### config.mk
export PLATFORM = sky130hd
export DESIGN_NAME = mem_wb_stage
export DESIGN_NICKNAME = d
export VERILOG_FILES = /design/src/rtl/mem_wb_stage.sv
export SDC_FILE = /design/constraint.sdc
export NUM_CORES = 1
export LEC_CHECK = 0
export BUFFER_PORTS_ARGS = -buffer_cell sky130_fd_sc_hd__buf_2
export CORE_MARGIN = 5
export CORE_UTILIZATION = 56
export DETAILED_ROUTE_END_ITERATION = 10
export MAX_ROUTING_LAYER = met4
export PLACE_DENSITY_LB_ADDON = 0.1
export SLEW_MARGIN = 30
export SYNTH_ARGS = -nofsm -noshare
export SYNTH_HDL_FRONTEND = slang
export SYNTH_SLANG_ARGS = --single-unit
### constraint.sdc
create_clock -name clk -period 3.3 [get_ports clk]
set_input_delay 0.33 -clock clk [delete_from_list [all_inputs] [get_ports clk]]
set_output_delay 0.33 -clock clk [all_outputs]
set_load 0.05 [all_outputs]
### src/rtl/mem_wb_stage.sv
// Memory/writeback stage: valid/ready upstream, variable-latency dcache port, tohost CSR.
// Optional misaligned-access trap is enabled by defining MEM_MISALIGN_TRAP_EN.
module mem_wb_stage #(
   parameter int          XLEN            = 32,
   parameter logic [11:0] CSR_TOHOST_ADDR = 12'h51E
) (
   input  logic              clk,
   input  logic              reset,
   input  logic              in_valid,
   output logic              in_ready,
   input  logic [31:0]       in_inst,
   input  logic [XLEN-1:0]   in_pc,
   input  logic [XLEN-1:0]   in_alu_out,
   input  logic [XLEN-1:0]   in_store_data,
   input  logic [XLEN-1:0]   in_rs1,
   output logic              dcache_req_valid,
   input  logic              dcache_req_ready,
   output logic [XLEN-1:0]   dcache_addr,
   output logic [XLEN/8-1:0] dcache_we,
   output logic [XLEN-1:0]   dcache_din,
   input  logic              dcache_resp_valid,
   input  logic [XLEN-1:0]   dcache_dout,
   output logic              wb_valid,
   output logic              wb_we,
   output logic [4:0]        wb_rd,
   output logic [XLEN-1:0]   wb_data,
`ifdef MEM_MISALIGN_TRAP_EN
   output logic              exc_valid,
   output logic [3:0]        exc_cause,
`endif
   output logic [XLEN-1:0]   csr_tohost
);
   localparam int NB = XLEN / 8;
   localparam int K  = $clog2(NB);

   localparam logic [6:0] OP_LOAD   = 7'b0000011;
   localparam logic [6:0] OP_STORE  = 7'b0100011;
   localparam logic [6:0] OP_BRANCH = 7'b1100011;
   localparam logic [6:0] OP_JAL    = 7'b1101111;
   localparam logic [6:0] OP_JALR   = 7'b1100111;
   localparam logic [6:0] OP_SYSTEM = 7'b1110011;
   localparam logic [6:0] OP_FENCE  = 7'b0001111;

   typedef enum logic [1:0] {IDLE, REQ, RESP, WB} state_t;
   state_t state, state_nxt;

   // Encodings that are not legal for this XLEN never touch the cache.
   function automatic logic is_mem(input logic [31:0] i);
      logic ok;
      ok = 1'b0;
      if (i[6:0] == OP_LOAD) begin
         case (i[14:12])
            3'b000, 3'b001, 3'b010, 3'b100, 3'b101: ok = 1'b1;
            3'b011, 3'b110:                         ok = (XLEN == 64);
            default:                                ok = 1'b0;
         endcase
      end else if (i[6:0] == OP_STORE) begin
         case (i[14:12])
            3'b000, 3'b001, 3'b010: ok = 1'b1;
            3'b011:                 ok = (XLEN == 64);
            default:                ok = 1'b0;
         endcase
      end
      return ok;
   endfunction

   logic [31:0]     r_inst;
   logic [XLEN-1:0] r_pc, r_addr, r_sdata, r_rs1, load_data;
   logic            r_mem, r_exc;
   logic            accept, acc_mem, acc_exc;

   assign accept  = in_valid && in_ready;
   assign acc_mem = is_mem(in_inst);

`ifdef MEM_MISALIGN_TRAP_EN
   logic [2:0] acc_mask;
   always_comb begin
      case (in_inst[13:12])
         2'd0:    acc_mask = 3'b000;
         2'd1:    acc_mask = 3'b001;
         2'd2:    acc_mask = 3'b011;
         default: acc_mask = 3'b111;
      endcase
   end
   assign acc_exc = acc_mem && ((in_alu_out[2:0] & acc_mask) != 3'b000);
`else
   assign acc_exc = 1'b0;
`endif

   logic [6:0] opc;
   logic [2:0] f3;
   logic [1:0] size;
   logic       r_load;
   assign opc    = r_inst[6:0];
   assign f3     = r_inst[14:12];
   assign size   = f3[1:0];
   assign r_load = r_mem && (opc == OP_LOAD);

   // Misaligned accesses are forced to natural alignment for lanes and selection.
   logic [2:0]   size_mask;
   logic [K-1:0] off;
   always_comb begin
      case (size)
         2'd0:    size_mask = 3'b000;
         2'd1:    size_mask = 3'b001;
         2'd2:    size_mask = 3'b011;
         default: size_mask = 3'b111;
      endcase
   end
   assign off = r_addr[K-1:0] & ~size_mask[K-1:0];

   logic [NB-1:0]   be_base;
   logic [XLEN-1:0] din_rep;
   always_comb begin
      case (size)
         2'd0: begin be_base = NB'(1);  din_rep = {NB{r_sdata[7:0]}};      end
         2'd1: begin be_base = NB'(3);  din_rep = {(NB/2){r_sdata[15:0]}}; end
         2'd2: begin be_base = NB'(15); din_rep = {(NB/4){r_sdata[31:0]}}; end
         default: begin be_base = '1;   din_rep = r_sdata;                 end
      endcase
   end

   logic [XLEN-1:0] shifted, load_ext;
   assign shifted = dcache_dout >> {off, 3'b000};
   always_comb begin
      case (f3)
         3'b000:  load_ext = XLEN'($signed(shifted[7:0]));
         3'b001:  load_ext = XLEN'($signed(shifted[15:0]));
         3'b010:  load_ext = XLEN'($signed(shifted[31:0]));
         3'b100:  load_ext = XLEN'(shifted[7:0]);
         3'b101:  load_ext = XLEN'(shifted[15:0]);
         3'b110:  load_ext = XLEN'(shifted[31:0]);
         default: load_ext = shifted;
      endcase
   end

   logic            is_csr, csr_wr, writes_rd;
   logic [XLEN-1:0] csr_wdata, wb_data_c;
   assign is_csr    = (opc == OP_SYSTEM) && (f3 != 3'b000);
   assign csr_wr    = is_csr && (f3[1:0] == 2'b01) && (r_inst[31:20] == CSR_TOHOST_ADDR);
   assign csr_wdata = f3[2] ? XLEN'(r_inst[19:15]) : r_rs1;

   always_comb begin
      case (opc)
         OP_STORE, OP_BRANCH, OP_FENCE: writes_rd = 1'b0;
         OP_LOAD:                       writes_rd = r_mem;
         OP_SYSTEM:                     writes_rd = is_csr;
         default:                       writes_rd = 1'b1;
      endcase
   end

   always_comb begin
      wb_data_c = r_addr;
      if (opc == OP_JAL || opc == OP_JALR) wb_data_c = r_pc + XLEN'(4);
      else if (r_load)                     wb_data_c = load_data;
      else if (is_csr)                     wb_data_c = csr_tohost;
   end

   always_ff @(posedge clk) begin
      if (reset) state <= IDLE;
      else       state <= state_nxt;
   end

   always_comb begin
      state_nxt = state;
      case (state)
         IDLE:    if (in_valid) state_nxt = (acc_mem && !acc_exc) ? REQ : WB;
         REQ:     if (dcache_req_ready) state_nxt = r_load ? RESP : WB;
         RESP:    if (dcache_resp_valid) state_nxt = WB;
         WB:      state_nxt = in_valid ? ((acc_mem && !acc_exc) ? REQ : WB) : IDLE;
         default: state_nxt = IDLE;
      endcase
   end

   always_comb begin
      in_ready         = (state == IDLE) || (state == WB);
      dcache_req_valid = (state == REQ);
      wb_valid         = (state == WB);
      wb_we            = wb_valid && writes_rd && (r_inst[11:7] != 5'd0) && !r_exc;
      wb_rd            = wb_valid ? r_inst[11:7] : 5'd0;
      wb_data          = wb_valid ? wb_data_c : '0;
   end

   assign dcache_addr = {r_addr[XLEN-1:K], {K{1'b0}}};
   assign dcache_we   = (state == REQ && !r_load) ? (be_base << off) : '0;
   assign dcache_din  = din_rep;

`ifdef MEM_MISALIGN_TRAP_EN
   assign exc_valid = wb_valid && r_exc;
   assign exc_cause = (opc == OP_STORE) ? 4'd6 : 4'd4;
`endif

   // The CSR write uses the outgoing instruction even if a new one is accepted this edge.
   always_ff @(posedge clk) begin
      if (reset) begin
         r_inst     <= '0;
         r_pc       <= '0;
         r_addr     <= '0;
         r_sdata    <= '0;
         r_rs1      <= '0;
         r_mem      <= 1'b0;
         r_exc      <= 1'b0;
         load_data  <= '0;
         csr_tohost <= '0;
      end else begin
         if (accept) begin
            r_inst  <= in_inst;
            r_pc    <= in_pc;
            r_addr  <= in_alu_out;
            r_sdata <= in_store_data;
            r_rs1   <= in_rs1;
            r_mem   <= acc_mem;
            r_exc   <= acc_exc;
         end
         if (state == RESP && dcache_resp_valid) load_data <= load_ext;
         if (state == WB && csr_wr) csr_tohost <= csr_wdata;
      end
   end
endmodule

# ---- Word level (Yosys, flattened, before mapping)
# Index checks and enable logic that the tools add are counted.
# Widths: inputs -> output; s select.
dict set report totals {
  register_bits 227
  word_cells 85
}
dict set report op_classes {
  muxes 23
  bitwise 2
  add_sub_neg 1
  eq_ne 25
  n_shift 2
  reduce_logical 23
}
# operator n
set op_table {}
lappend op_table {{$mux 32} 5}
lappend op_table {{$pmux 32 s4} 1}
lappend op_table {{$pmux 32 s2} 1}
lappend op_table {{$add 32x3->32 const B} 1}
lappend op_table {{$shr 32x5->32} 1}
lappend op_table {{$eq 7x7->1 const B} 4}
lappend op_table {{$eq 7x2->1 const B} 2}
lappend op_table {{$eq 7x6->1 const B} 2}
lappend op_table {{$eq 12x11->1 const B} 1}
lappend op_table {{$eq 3x3->1 const B} 4}
lappend op_table {{$logic_and 1x1->1} 10}
lappend op_table {{$mux 2} 5}
lappend op_table {{$pmux 2 s4} 1}
lappend op_table {{$pmux 4 s2} 1}
lappend op_table {{$eq 7x4->1 const B} 1}
lappend op_table {{$eq 2x2->1 const B} 3}
lappend op_table {{$eq 3x1->1 const B} 2}
lappend op_table {{$logic_not 3->1} 2}
lappend op_table {{$pmux 2 s3} 1}
lappend op_table {{$reduce_or 3->1} 2}
lappend op_table {{$mux 1} 5}
lappend op_table {{$mux 5} 1}
lappend op_table {{$reduce_bool 5->1} 1}
lappend op_table {{$reduce_or 5->1} 1}
lappend op_table {{14 further kinds} 18}

# ---- Logic depth before layout (Yosys ltp)
# Gate-level depths: netlist (run 1).
dict set report depth {
  ltp_word 8
  depth_mapped 9
  depth_no_buf 7
}

# ---- Worst setup path after synthesis (run 1)
# Ideal clock, no wire load.
dict set report synth_path {
  path_kind {register to output}
  from {reg state[0]}
  to {out wb_data[18]}
  path_slack_ps 457
  path_stages_with_launch 6
  arrival_time_ps 2513
  cell_sequence {dfxtp_1 -> ha_1 -> clkbuf_1 -> nand2_1 -> dlygate4sd1_1 -> o22ai_1}
}
dict set report synth_between {
  elab_chain_cells 2
}
# item line
set synth_rtl {}
lappend synth_rtl {{start, declared} 45} ;# state_t state, state_nxt;
lappend synth_rtl {{start signal, assigned} 161} ;# else state <= state_nxt;
lappend synth_rtl {{$eq 2x2->1} 178} ;# wb_valid = (state == WB);
lappend synth_rtl {{via wb_valid} 23} ;# output logic wb_valid,
lappend synth_rtl {{$mux 32} 181} ;# wb_data = wb_valid ? wb_data_c : '0;
lappend synth_rtl {{end, declared} 26} ;# output logic [XLEN-1:0] wb_data,
# The timed path passes the listed nets, and every way through them passes these cells.

# ---- Worst setup path in the final report (run 1)
dict set report layout_path {
  from {reg r_inst[4]}
  to {out wb_data[26]}
}
dict set report layout_between {
  elab_chain_cells 6
}
# item line
set layout_rtl {}
lappend layout_rtl {{start, declared} 67} ;# logic [31:0] r_inst;
lappend layout_rtl {{start signal, assigned} 207} ;# r_inst <= in_inst;
lappend layout_rtl {{$eq 7x7->1} 139} ;# assign is_csr = (opc == OP_SYSTEM) && (f3 != 3'b000);
lappend layout_rtl {{$logic_and 1x1->1} 139}
lappend layout_rtl {{$mux 32} 156} ;# else if (is_csr) wb_data_c = csr_tohost;
lappend layout_rtl {{$mux 32} 155} ;# else if (r_load) wb_data_c = load_data;
lappend layout_rtl {{$mux 32 (*)} 154} ;# if (opc == OP_JAL || opc == OP_JALR) wb_data_c = r_pc + XLEN'(4);
lappend layout_rtl {{$mux 32 (*)} 181}
# Mark *: on every way between the ends. The rest lies on a longest branch, timed or not.

==> impl.org, run 1 <==
** Run status
- The run finished with clean final reports.

** Clock tree
- Hold repair after CTS inserted 0 buffers.
- After clock tree synthesis, the clock-pin slew on the worst setup and hold paths is around 0.060 ns.
- Deepest clock path buffer count :: 3
- Post-CTS Setup Repair Bufs :: 0
- The cell sitting at the root of the clock tree is a clkbuf_16.
- CTS built an H-tree with a depth of 1.
- Clock tree from TritonCTS :: done
- The clock net in this run drives a total of 227 sinks.
- Clock insertion delay at the later pin of the skew report :: 0.53 ns
- After clock tree synthesis, the repair step resized 0 gates.
- Number of buffers created by CTS :: 25

** Global routing
- The initial antenna violation count is 7.
- The first global-routing pass estimated between 50000 and 60000 um of wire.
- Vias in the first global route :: 10300
- GR Overflow Total :: 0
- In the global route stage, overall resource usage came out at 0.311.
- Maximum number of pins on one net before global-route repair :: 95

** Pwr
- The share of total power dissipated in combinational logic is 0.373.
- Of the total power, the clock network draws 0.271.
- For this design the static power due to leakage is 5.47 nW.
- PD cells :: 785 mW/mm^2
- Internal Dissipation :: around 6.1 mW
- The design draws 10.4 mW.
- Of the total power, the share spent switching nets is 0.412.
- Worst-case vdd ir drop :: roughly 0.63 mV
- The share of total power dissipated in sequential elements is 0.356.
- The analysis attributes to net switching a power of 4.29 mW.

** Setup path
- For this design, the slowest cell found on the critical path is nor3_1.
- Critical setup path kind :: flip-flop to primary output
- Critical path endpoint category :: primary output
- The critical path starts at r_inst[4]$_SDFFE_PP0P_.
- CP Max Fanout :: 10
- STA puts the critical path data required time at 2.97 ns.
- Launching point of the worst reg2reg path :: r_inst[13]$_SDFFE_PP0P_
- On the worst path, the slowest cell contributes a delay of 0.49 ns.
- The worst setup path is launched from a flip-flop.
- Sequence of cells on the critical path :: nor3_1 -> nand2_1 -> a21boi_1 -> buf_4 -> o221ai_1 -> o22ai_1 -> buf_2
- At the worst endpoint, the arrival time is 2.77 ns.

** Detailed routing
- The pre-antenna-repair detailed-routing pass consisted of 7 iterations.
- Total wire length :: 35500 um
- Total number of vias :: 10800
- In the detailed route, the total length drawn on met3 is ~2800 um.
- Number of nets with antenna violations after detailed routing :: 0
- For this run, design rule violations remaining after detail routing come to 0.
- Uppermost signal routing layer after detailed routing :: met4
- The detailed router put a total of 14300 um of wire on met1.
- The routed design uses 16800 um of met2 wire.
- Detailed-route vias per instance :: 5.53
- In the final routed layout, each cell accounts on average for 18.1 um.
- The detailed router finished its first iteration with between 700 and 800 violations.

** Synth
- The most used flip-flop cell after synthesis is dfxtp_1.
- Of the synthesized area, sequential elements account for 0.418.
- Counting flops with a built-in enable in the synthesized netlist gives 0.
- Post-synth cell types :: 63
- Post-Syn Area :: about 0.011 mm^2
- Ys async rst share :: 0
- In this run, synthesis produced a sequential element count of 227.
- After technology mapping, the gate count stands at 1429.
- A synthesized cell averages about 7.6 um^2.
- Yosys Warn Count :: 0

** Placed design
- Once placement completed, the tool counted placed cells totaling 1906.
- The count of buffers added on input and output ports is ~340.
- After legalization and detailed placement, the total HPWL measured 25800 um.
- Placement-stage worst setup slack :: 0.683 ns
- Instance area at placement :: 0.0124 mm^2
- At the end of routability-driven placement, the weighted congestion stood at just over 0.9.

** STA
- Final-layout worst hold slack :: ~0.032 ns
- After routing, the total negative slack on setup checks comes to 0 ns.
- The max-slew violation count is 0.
- Setup repair after global routing left no endpoint under its margin.
- Number of hold-slack violations in the final timing report :: 0
- Remaining max-slew budget at the tightest pin :: 0.524
- Min cycle time layout :: approximately 3.1 ns
- Worst setup margin :: about 0.2 ns
- Peak Freq :: 323 MHz
- On the final layout, the worst clock skew is around 0.019 ns.
- Setup violations remaining at the end of the flow were counted as 0.
- At the pin with the least slew margin, the transition time is 0.711 ns.
- Post-route fraction of the period consumed by the critical path :: 0.938

** Floorplan
- The floorplan step defined a die boundary enclosing about 0.022 mm^2.
- The core region is 0.0193 mm^2.
- The floorplan has 51 rows.
- Horizontal extent of the die :: between 100 and 150 um
- Die span in y :: 149 um
- Io pins :: approximately 340
- For this configuration, the core starts out at a cell density of 0.564.

** Cells and area
- Top library cells by usage in the layout, fill and taps aside :: nand2_1 (470), buf_2 (334), dfxtp_1 (226)
- Final cell area excluding filler cells :: ~0.013 mm^2
- The finished layout holds 1960 standard cells, fillers aside.
- Commonest non-fill, non-tap cell in the layout :: nand2_1
- Fraction of final layout cells with drive strength greater than 1 :: 0.269
- Final Util :: 0.688
- Area growth, synth to finish :: 22.1%
- The net count of the finished layout is 1871.

** Run
- Across the run, the number of max-cap violations was 0.

** Hold path
- Tightest Hold Check Type :: input port to flip-flop
- Worst Min Path Start :: in_store_data[6]
-- cells in the mapped netlist (15+ instances only) --
cell type	instances	area share
o21ai_0	25	0.012
nand3_1	17	0.0078
nand3b_1	28	0.019
o22ai_1	28	0.016
clkbuf_1	83	0.029
mux2_2	16	0.017
a311oi_1	17	0.014
buf_4	42	0.029
and3_1	25	0.014
mux2i_1	15	0.014
nor2_1	60	0.021
dfxtp_1	227	0.42
nand2_1	471	0.16
xor2_1	16	0.013
a21oi_1	200	0.092
-- registers in the layout (all words and copies together) (netlist names) --
| name | count |
|---|---|
| csr_tohost | 32 |
| load_data | 32 |
| r_addr | 32 |
| r_inst | 32 |
| r_pc | 32 |
| r_rs1 | 32 |
| r_sdata | 32 |
| state | 2 |
| r_mem | 1 |
-- final timing paths --
kind | cells past startpoint | end | slack (ns)
setup / recovery | 7 | wb_data[26] | 0.20
hold / removal | 3 | r_sdata[6]$_SDFFE_PP0P_ | 0.03
setup reg to reg | 6 | load_data[25]$_SDFFE_PP0P_ | 0.81
hold reg to reg | 2 | r_sdata[20]$_SDFFE_PP0P_ | 0.45
-- area by class of cell --
cell class                 count  area, um^2
fill                        1723        6000
multi-input combinational   1045        5550
sequential                   227        4550
timing repair buffer         362        1960
clock buffer                  32         702
tap                          265         332
clock inverter                14         130
inverter                       7        26.3
antenna                        8        20.0
-- power by group through the flow --
stage | logic (mW) | clock network, mW | registers [mW]
6_report | 3.88 | 2.82 | 3.71
5_1_grt | 4.23 | 2.98 | 3.77
4_1_cts | 3.88 | 2.84 | 3.70
3_5_place_dp | 3.86 | 0 | 3.76
3_3_place_gp | 3.81 | 0 | 3.74
2_1_floorplan | 3.04 | 0 | 3.61
-- kinds of logic after synthesis --
| logic type | synth area share |
|---|---|
| adders and majority gates | 0.00691 |
| buffers and inverters | 0.0757 |
| muxes | 0.0449 |
| AOI/OAI and AO/OA | 0.166 |
| and+or+nand+nor | 0.265 |
| xor gates and xnor gates | 0.0226 |
| other | 0.000345 |
| DFF | 0.418 |
-- per-layer routing --
layer,track usage,vias to the layer above
li1,-,5304
met1,0.381,4961
met2,0.508,480
met3,0.0565,92
met4,0.129,0
met5,-,-
-- critical path, delay by kind of cell, from the launching register on --
kind,cells,cell delay [ns]
AO/OA/AOI/OAI,3,0.75
buffers and inverters,2,0.55
flip-flops,1,0.34
AND/OR/NAND/NOR,2,0.59
(Power assumes the default switching activity.)
==> run 2, diff against run 1 <==
Settings changed: CORE_UTILIZATION 56 to 25, HOLD_SLACK_MARGIN set to 0.1.
Clock period 3.3 ns to 2.61 ns, I/O delays scaled along.
==> run 2 against run 1 <==
Net effect:
- die area rose by 110%
- setup slack got worse by 0.29 ns
- largest cell class unchanged
- routed wire length rose by 45%
- the run now ends with setup timing left
==> impl.org, run 2 (same netlist as run 1, synthesis figures left out) <==
** Run status
- The run finished, with violations left.
- The final reports fail on setup timing.

** Global routing
- Antenna violations before repair :: 7 (unchanged)
- First-pass GRT wire length :: 73900 um (+37%)
- Maximum number of pins on one net before global-route repair :: 71 (-25%)
- GR Overflow Total :: 0 (unchanged)
- The all-layer global routing usage was 0.207 (-0.104).
- The via count of the first global-routing pass is 12000 (+16%).

** Clock tree
- Root buffer cell :: clkbuf_16
- The H-tree level count came to 1 (unchanged).
- TritonCTS built the clock tree.
- Count of clock tree sinks :: 227 (unchanged)
- Number of buffers created by CTS :: 30 (+20%)
- The worst-skew pair later-pin latency is 0.57 ns (+0.04 ns).
- The deepest clock path buffer count was 3 (unchanged).
- Clock-pin slew reported for the worst setup and hold paths after clock tree synthesis :: 0.05 ns (about the same)

** Placed design
- The cell count after placement came to 2246 (+18%).
- Final RePlAce weighted congestion :: 0.872 (-4.6%)
- The post-DP HPWL was 35600 um (+38%).
- The number of port buffers is 335 (unchanged).
- The worst setup slack after placement is 0.227 ns (-0.457 ns).

** Pwr
- Leakage :: 7.00 nW (+28%)
- The total power per unit cell area came to 867 mW/mm^2 (+11%).
- The post-route total power came to 15.0 mW (+44%).
- The worst IR drop on VDD was 0.507 mV (-19%).

** Hold path
- Tightest Hold Check Type :: input port to flip-flop

** Detailed routing
- The detail-routed net length per standard cell is 20.4 um (+12%).
- The met3 routed wirelength was 3200 um (+14%).
- The iteration-0 DRC count of the detailed router is 696 (-7.8%).
- The routed via count divided by cell count is 4.72 (-15%).
- Total number of vias :: 11900 (+10%)
- The residual DRC count is 0 (unchanged).
- The detailed-router iteration count before antenna repair is 7 (unchanged).
- Routed signal wires occupy layers up through met4.
- The total routed wirelength came to 51500 um (+45%).
- DR WL met2 :: 24200 um (+44%)
- Number of nets with antenna violations after detailed routing :: 0 (unchanged)
- Post-Route M1 WL :: 22100 um (+54%)

** Cells and area
- The post-layout instance count excluding filler cells came to 2530 (+29%).
- From synthesis to final layout, the design area changed by 59.1%.
- Layout Nets :: 2117 (+13%)
- Top library cells by usage in the layout, fill and taps aside :: nand2_1 (457), buf_2 (300), dfxtp_1 (208)
- The layout cell share with drive strength beyond 1 was 0.318 (+0.0497).
- Leaving out fill and tap cells, the most frequent cell in the layout is nand2_1.

** Setup path
- The largest fanout on the critical path came to 5 (-5).
- Required time worst endpoint :: 2.35 ns (-0.62 ns)
- Data arrival time of the critical path :: 2.44 ns (-0.33 ns)
- Critical setup path kind :: flip-flop to primary output
- Critical path endpoint category :: primary output
- CP startpoint kind :: flip-flop

** STA
- Number of hold-slack violations in the final timing report :: 0 (unchanged)
- Peak Freq :: around 370 MHz
- Final setup TNS :: -0.532 ns (-0.532 ns)
- Slew at the pin with the worst max-slew slack :: 0.744 ns (+0.0334 ns)
- The relative slew slack was 0.499 (-0.0241).
- Final clock skew :: 0.0146 ns (-0.00392 ns)
- The worst path in the final design needs a cycle of 2.70 ns, including I/O delays and setup.
- Final-layout worst hold slack :: 0.160 ns (+0.128 ns)
- RSZ-0062 raised after global routing :: yes
- Number of setup violations in the final report :: 16 (+16)
- Post-route fraction of the period consumed by the critical path :: 1.03
- Worst setup margin :: -0.0900 ns (-0.293 ns)
- The max-slew violation count was 0 (unchanged).

** Floorplan
- The number of primary I/O pins came to 338 (unchanged).
- The die footprint is 0.0477 mm^2 (+110%).
- Floorplan row count :: 76 (+49%)
- Die span in y :: 218 um (+46%)
- The total core area came to 0.0431 mm^2 (+120%).
- The horizontal extent of the die was 218 um (+46%).
- The starting density of the core came to 0.252 (-0.312).

** Run
- The number of max-cap violations is 0 (unchanged).
run 2: cell types whose count changed in the layout (fill, tap and decap cells not counted), moves of 12 or more:
cell | previous run | this run
and3_1 | 25 | 7
dlygate4sd3_1 | 0 | 183
buf_2 | 334 | 300
dfxtp_1 | 226 | 208
buf_4 | 21 | 55
o22ai_1 | 28 | 7
clkbuf_16 | 25 | 38
nand2_1 | 470 | 457
o22ai_2 | 1 | 21
buf_6 | 1 | 37
o21ai_0 | 25 | 13
and3_4 | 0 | 16
run 2: cell type report:
class                           count  area (um^2)
Fill cell                        4477        25800
Multi-Input combinational cell   1045         6100
Timing Repair Buffer              603         4740
Sequential cell                   227         4600
Clock buffer                       45          908
Tap cell                          585          732
Clock inverter                      9          150
Inverter                            7         26.3
Antenna cell                        9         22.5
run 2: worst max-delay path, stage by stage, from the launching register on:
cell and delay [ns]:
dfxtp_4 0.39, nand3_4 0.10, or4_4 0.60, buf_12 0.18
nor4_4 0.14, xnor2_1 0.11, o22ai_2 0.19, buf_6 0.18
run 2: final timing paths:
kind | startpoint | to | slack [ns] | cells after the start
max | r_pc[3]$_SDFFE_PP0P_ | wb_data[29] | -0.09 | 7
min | reset | r_addr[6]$_SDFFE_PP0P_ | 0.16 | 2
max reg2reg | r_inst[12]$_SDFFE_PP0P_ | csr_tohost[3]$_SDFFE_PP0P_ | 0.42 | 7
min reg2reg | r_sdata[22]$_SDFFE_PP0P_ | r_sdata[22]$_SDFFE_PP0P_ | 0.45 | 2
run 2: where the power goes:
group	switching [mW]	leakage, nW	total (mW)	internal [mW]
clock network	1.65	0.515	4.42	2.77
logic	3.82	4.62	5.83	2.01
registers	0.575	1.87	4.73	4.16
total	6.05	7.00	15.0	8.94
run 2: metrics by stage:
stage	instance area, um^2	utilization
after global routing	17300	0.401
after detailed placement	13100	0.304
final	17300	0.401
after floorplan	10900	-
after global placement	13100	0.304
after CTS	16700	0.387
run 2: per-layer routing:
metal	vias to the layer above	global-route usage
li1	5802	-
met1	5663	0.248
met2	393	0.346
met3	89	0.0432
met4	0	0.0718
met5	-	-
run 2: what timing repair did:
action,CTS,global route
setup buffers,14,12
endpoints found under the setup margin,33,33
hold buffers,183,0
gates resized for setup,140,72
endpoints found under the hold margin,183,0
pin swaps,26,29
gates cloned,3,10
==> run 3, diff against run 2 <==
Clock period 2.61 ns to 3.35 ns, I/O delays scaled along.
==> run 3 against run 2 <==
Net effect:
- the flow now finishes without violations
- power is 25% lower
- clock power shrank 21%
- count of clock-buffer cells in the layout decreased by 3
- flip-flop and latch count did not move
- via count shrank 3.7%
- hold slack worse by 0.014 ns
- first-iteration DRC count shrank 4.2%
- cell count is 2.6% lower
- critical path depth decreased by 1
- global-route usage decreased by 0.68 points
- critical endpoint is now wb_data[4]
- largest cell class unchanged
==> impl.org, run 3 (same netlist as run 1, synthesis figures left out) <==
** Run status
- The flow ran to the end, and the final reports show no timing, DRC or antenna violations.

** Detailed routing
- Met3 layer wire length in the routed design :: 2620 um (-18%)
- Number of nets with antenna violations after detailed routing :: 0 (unchanged)
- Detailed-route vias per instance :: 4.67 (-1.2%)
- The detailed-router iteration count before antenna repair is 5 (-2).
- The iteration-0 DRC count of the detailed router is 667 (-4.2%).
- The residual DRC count was 0 (unchanged).
- Total number of vias :: 11500 (-3.7%)
- The total length of routed met2 wires was 22900 um (-5.3%).
- The detailed router used layers up to and including met4.
- Routed wire per std cell :: 19.6 um (-3.7%)
- The total routed wirelength came to 48400 um (-6.2%).
- The routed length on met1 is 21500 um (-2.9%).

** Global routing
- The maximum number of pins on one net before global-route repair was 161 (+130%).
- The first-pass GRT wire length came to 71700 um (-2.9%).
- Vias in the first global route :: 11700 (-2.9%)
- The all-layer global routing usage came to 0.200 (-0.00676).
- Antenna violations before repair :: 8 (+1)
- GR Overflow Total :: 0 (unchanged)

** STA
- Slew at the pin with the worst max-slew slack :: 0.843 ns (+0.0991 ns)
- Min cycle time layout :: approximately 3.1 ns
- The relative slew slack was 0.438 (-0.0615).
- Final max-slew violation count :: 0 (unchanged)
- Peak Freq :: 320 MHz
- The final total negative setup slack came to 0 ns (+0.532 ns).
- The total of endpoints with negative setup slack in the final report is 0 (-16).
- Number of hold-slack violations in the final timing report :: 0 (unchanged)
- Final clock skew :: 0.0159 ns (+0.00126 ns)
- Post-route fraction of the period consumed by the critical path :: 0.934
- Setup repair after global routing left no endpoint under its margin.
- The worst hold slack across all endpoints came to 0.146 ns (-0.0141 ns).

** Setup path
- The data required time of the critical path was 3.01 ns (+0.66 ns).
- The arrival time at the worst endpoint came to 2.79 ns (+0.35 ns).
- The total buffers and inverters traversed by the critical path came to 2 (unchanged).
- Critical path's slowest cell :: nand3_2
- Launching point of the worst reg2reg path :: r_inst[13]$_SDFFE_PP0P_
- The worst setup path is launched from a flip-flop.
- The largest incremental delay on the critical path was 0.48 ns (-0.12 ns).
- Kind of cell adding the most delay to the critical path :: simple AND/OR/NAND/NOR gates
- The largest fanout on the critical path was 23 (+18).
- Critical register-to-register path endpoint :: csr_tohost[7]$_SDFFE_PP0P_
- By startpoint and endpoint, the worst setup path is classified as flip-flop to primary output.
- Number of cell instances on the worst register-to-register path :: 6 (-1)
- The slack of the worst reg-to-reg path was 0.90 ns (+0.48 ns).
- Critical path endpoint category :: primary output
- Traced cell by cell, the critical path runs through nor3_1 -> nand3_2 -> buf_4 -> and3_1 -> o22ai_1 -> buf_2.

** Cells and area
- Final Util :: 0.363 (-0.0378)
- Layout Nets :: 2051 (-3.1%)
- The library cell used most frequently in the layout, excluding fill and tap cells, is nand2_1.
- The top cell types in the final layout, fill and taps aside, are nand2_1 (470), buf_2 (334), dfxtp_1 (226).
- Fraction of final layout cells with drive strength greater than 1 :: 0.247 (-0.0714)
- Area growth, synth to finish :: 44.1%

** Hold path
- Worst-case hold path end point :: load_data[10]$_SDFFE_PP0P_
- The worst hold path belongs to the class input port to flip-flop.
- Hold Path Stages :: 5 (+3)
- In this run the most critical hold path is launched from dcache_dout[10].

** Clock tree
- Clock-pin slew reported for the worst setup and hold paths after clock tree synthesis :: 0.06 ns (about the same)
- The H-tree level count was 1 (unchanged).
- Number of buffers created by CTS :: 30 (unchanged)
- CTS placed an instance of clkbuf_16 at the clock tree root.
- Deepest clock path buffer count :: 3 (unchanged)
- Clock tree from TritonCTS :: done
- The worst-skew pair later-pin latency was 0.56 ns (about the same).
- Count of clock tree sinks :: 227 (unchanged)

** Floorplan
- Die outline area :: 0.0477 mm^2 (unchanged)
- Floorplan row count :: 76 (unchanged)
- Die span in y :: 218 um (unchanged)
- The horizontal extent of the die came to 218 um (unchanged).
- The starting density of the core was 0.252 (unchanged).
- Io pins :: 338 (unchanged)
- The total core area was 0.0431 mm^2 (unchanged).

** Placed design
- The placer's final routability congestion estimate was 0.846 (-2.9%).
- Count of buffers from port buffering :: 335 (unchanged)
- The post-DP HPWL came to 34500 um (-3.3%).

** Run
- MaxCap Viol Count :: 0 (unchanged)

** Pwr
- Worst-case vdd ir drop :: 0.610 mV (+20%)
- The total power per unit cell area came to 723 mW/mm^2 (-17%).
- The leakage power came to 6.31 nW (-9.9%).
-- run 3: cell count changes in the layout (fill, tap and decap cells not counted), moves of 9 or more --
cell,change
o22ai_2,-20
buf_6,-36
buf_2,+34
o21ai_1,-9
dfxtp_4,-11
buf_4,-33
nand2_1,+13
o22ai_1,+21
o21ai_0,+12
and3_4,-16
buf_12,-12
and3_1,+18
dfxtp_1,+18
-- run 3: worst reg2reg max path, cell delays in order (launching register included) --
cell,delay [ns]
dfxtp_2,0.33
buf_4,0.23
nand4bb_1,0.22
nor4_1,0.57
nand3_2,0.64
nand2_1,0.26
a21oi_1,0.08
-- run 3: how the worst max path moves through the flow --
stage / startpoint / endpoint / slack, ns / cells past startpoint
after CTS: state[0]$_SDFFE_PP0P_ / wb_data[4] / 0.11 / 6
final: r_inst[5]$_SDFFE_PP0P_ / wb_data[4] / 0.22 / 6
after global placement: r_inst[29]$_SDFFE_PP0P_ / csr_tohost[29]$_SDFFE_PP0P_ / 0.76 / 5
after global routing: r_inst[5]$_SDFFE_PP0P_ / wb_data[4] / 0.03 / 6
after floorplan: state[0]$_SDFFE_PP0P_ / wb_data[18] / 0.50 / 5
after detailed placement: r_inst[29]$_SDFFE_PP0P_ / csr_tohost[7]$_SDFFE_PP0P_ / 0.73 / 5
-- run 3: timing repair --
| action | in CTS | in global routing |
|---|---|---|
| hold buffers | 176 | 0 |
| gates resized for setup | 0 | 1 |
| endpoints found under the hold margin | 176 | 0 |
| endpoints found under the setup margin | 0 | 8 |
| setup buffers | 0 | 0 |
-- run 3: layout make-up --
type,count,area (um^2)
fill,4682,27400
multi-input combinational,1045,5540
sequential,227,4550
timing repair buffer,537,3690
clock buffer,42,907
tap,585,732
clock inverter,14,189
inverter,7,26.3
antenna,8,20.0
-- run 3: where the power goes --
part | switching [mW] | internal [mW]
registers | 0.472 | 3.22
clock network | 1.30 | 2.19
logic | 2.85 | 1.27
total | 4.63 | 6.68
-- run 3: through the flow --
step	area (um^2)	power [mW]	worst slack (ns)	instances
floorplan	10900	6.54	0.502	1430
global placement	12800	7.73	0.755	2225
finish	15700	11.3	0.222	2465
global route	15700	12.0	0.0307	2465
CTS	15600	11.5	0.109	2457
detailed placement	12800	7.75	0.727	2225
-- run 3: layer usage --
layer  global-route usage  vias up
met2                0.333      340
met3               0.0353       73
met5                    -        -
met1                0.252     5418
li1                     -     5674
met4               0.0542        0
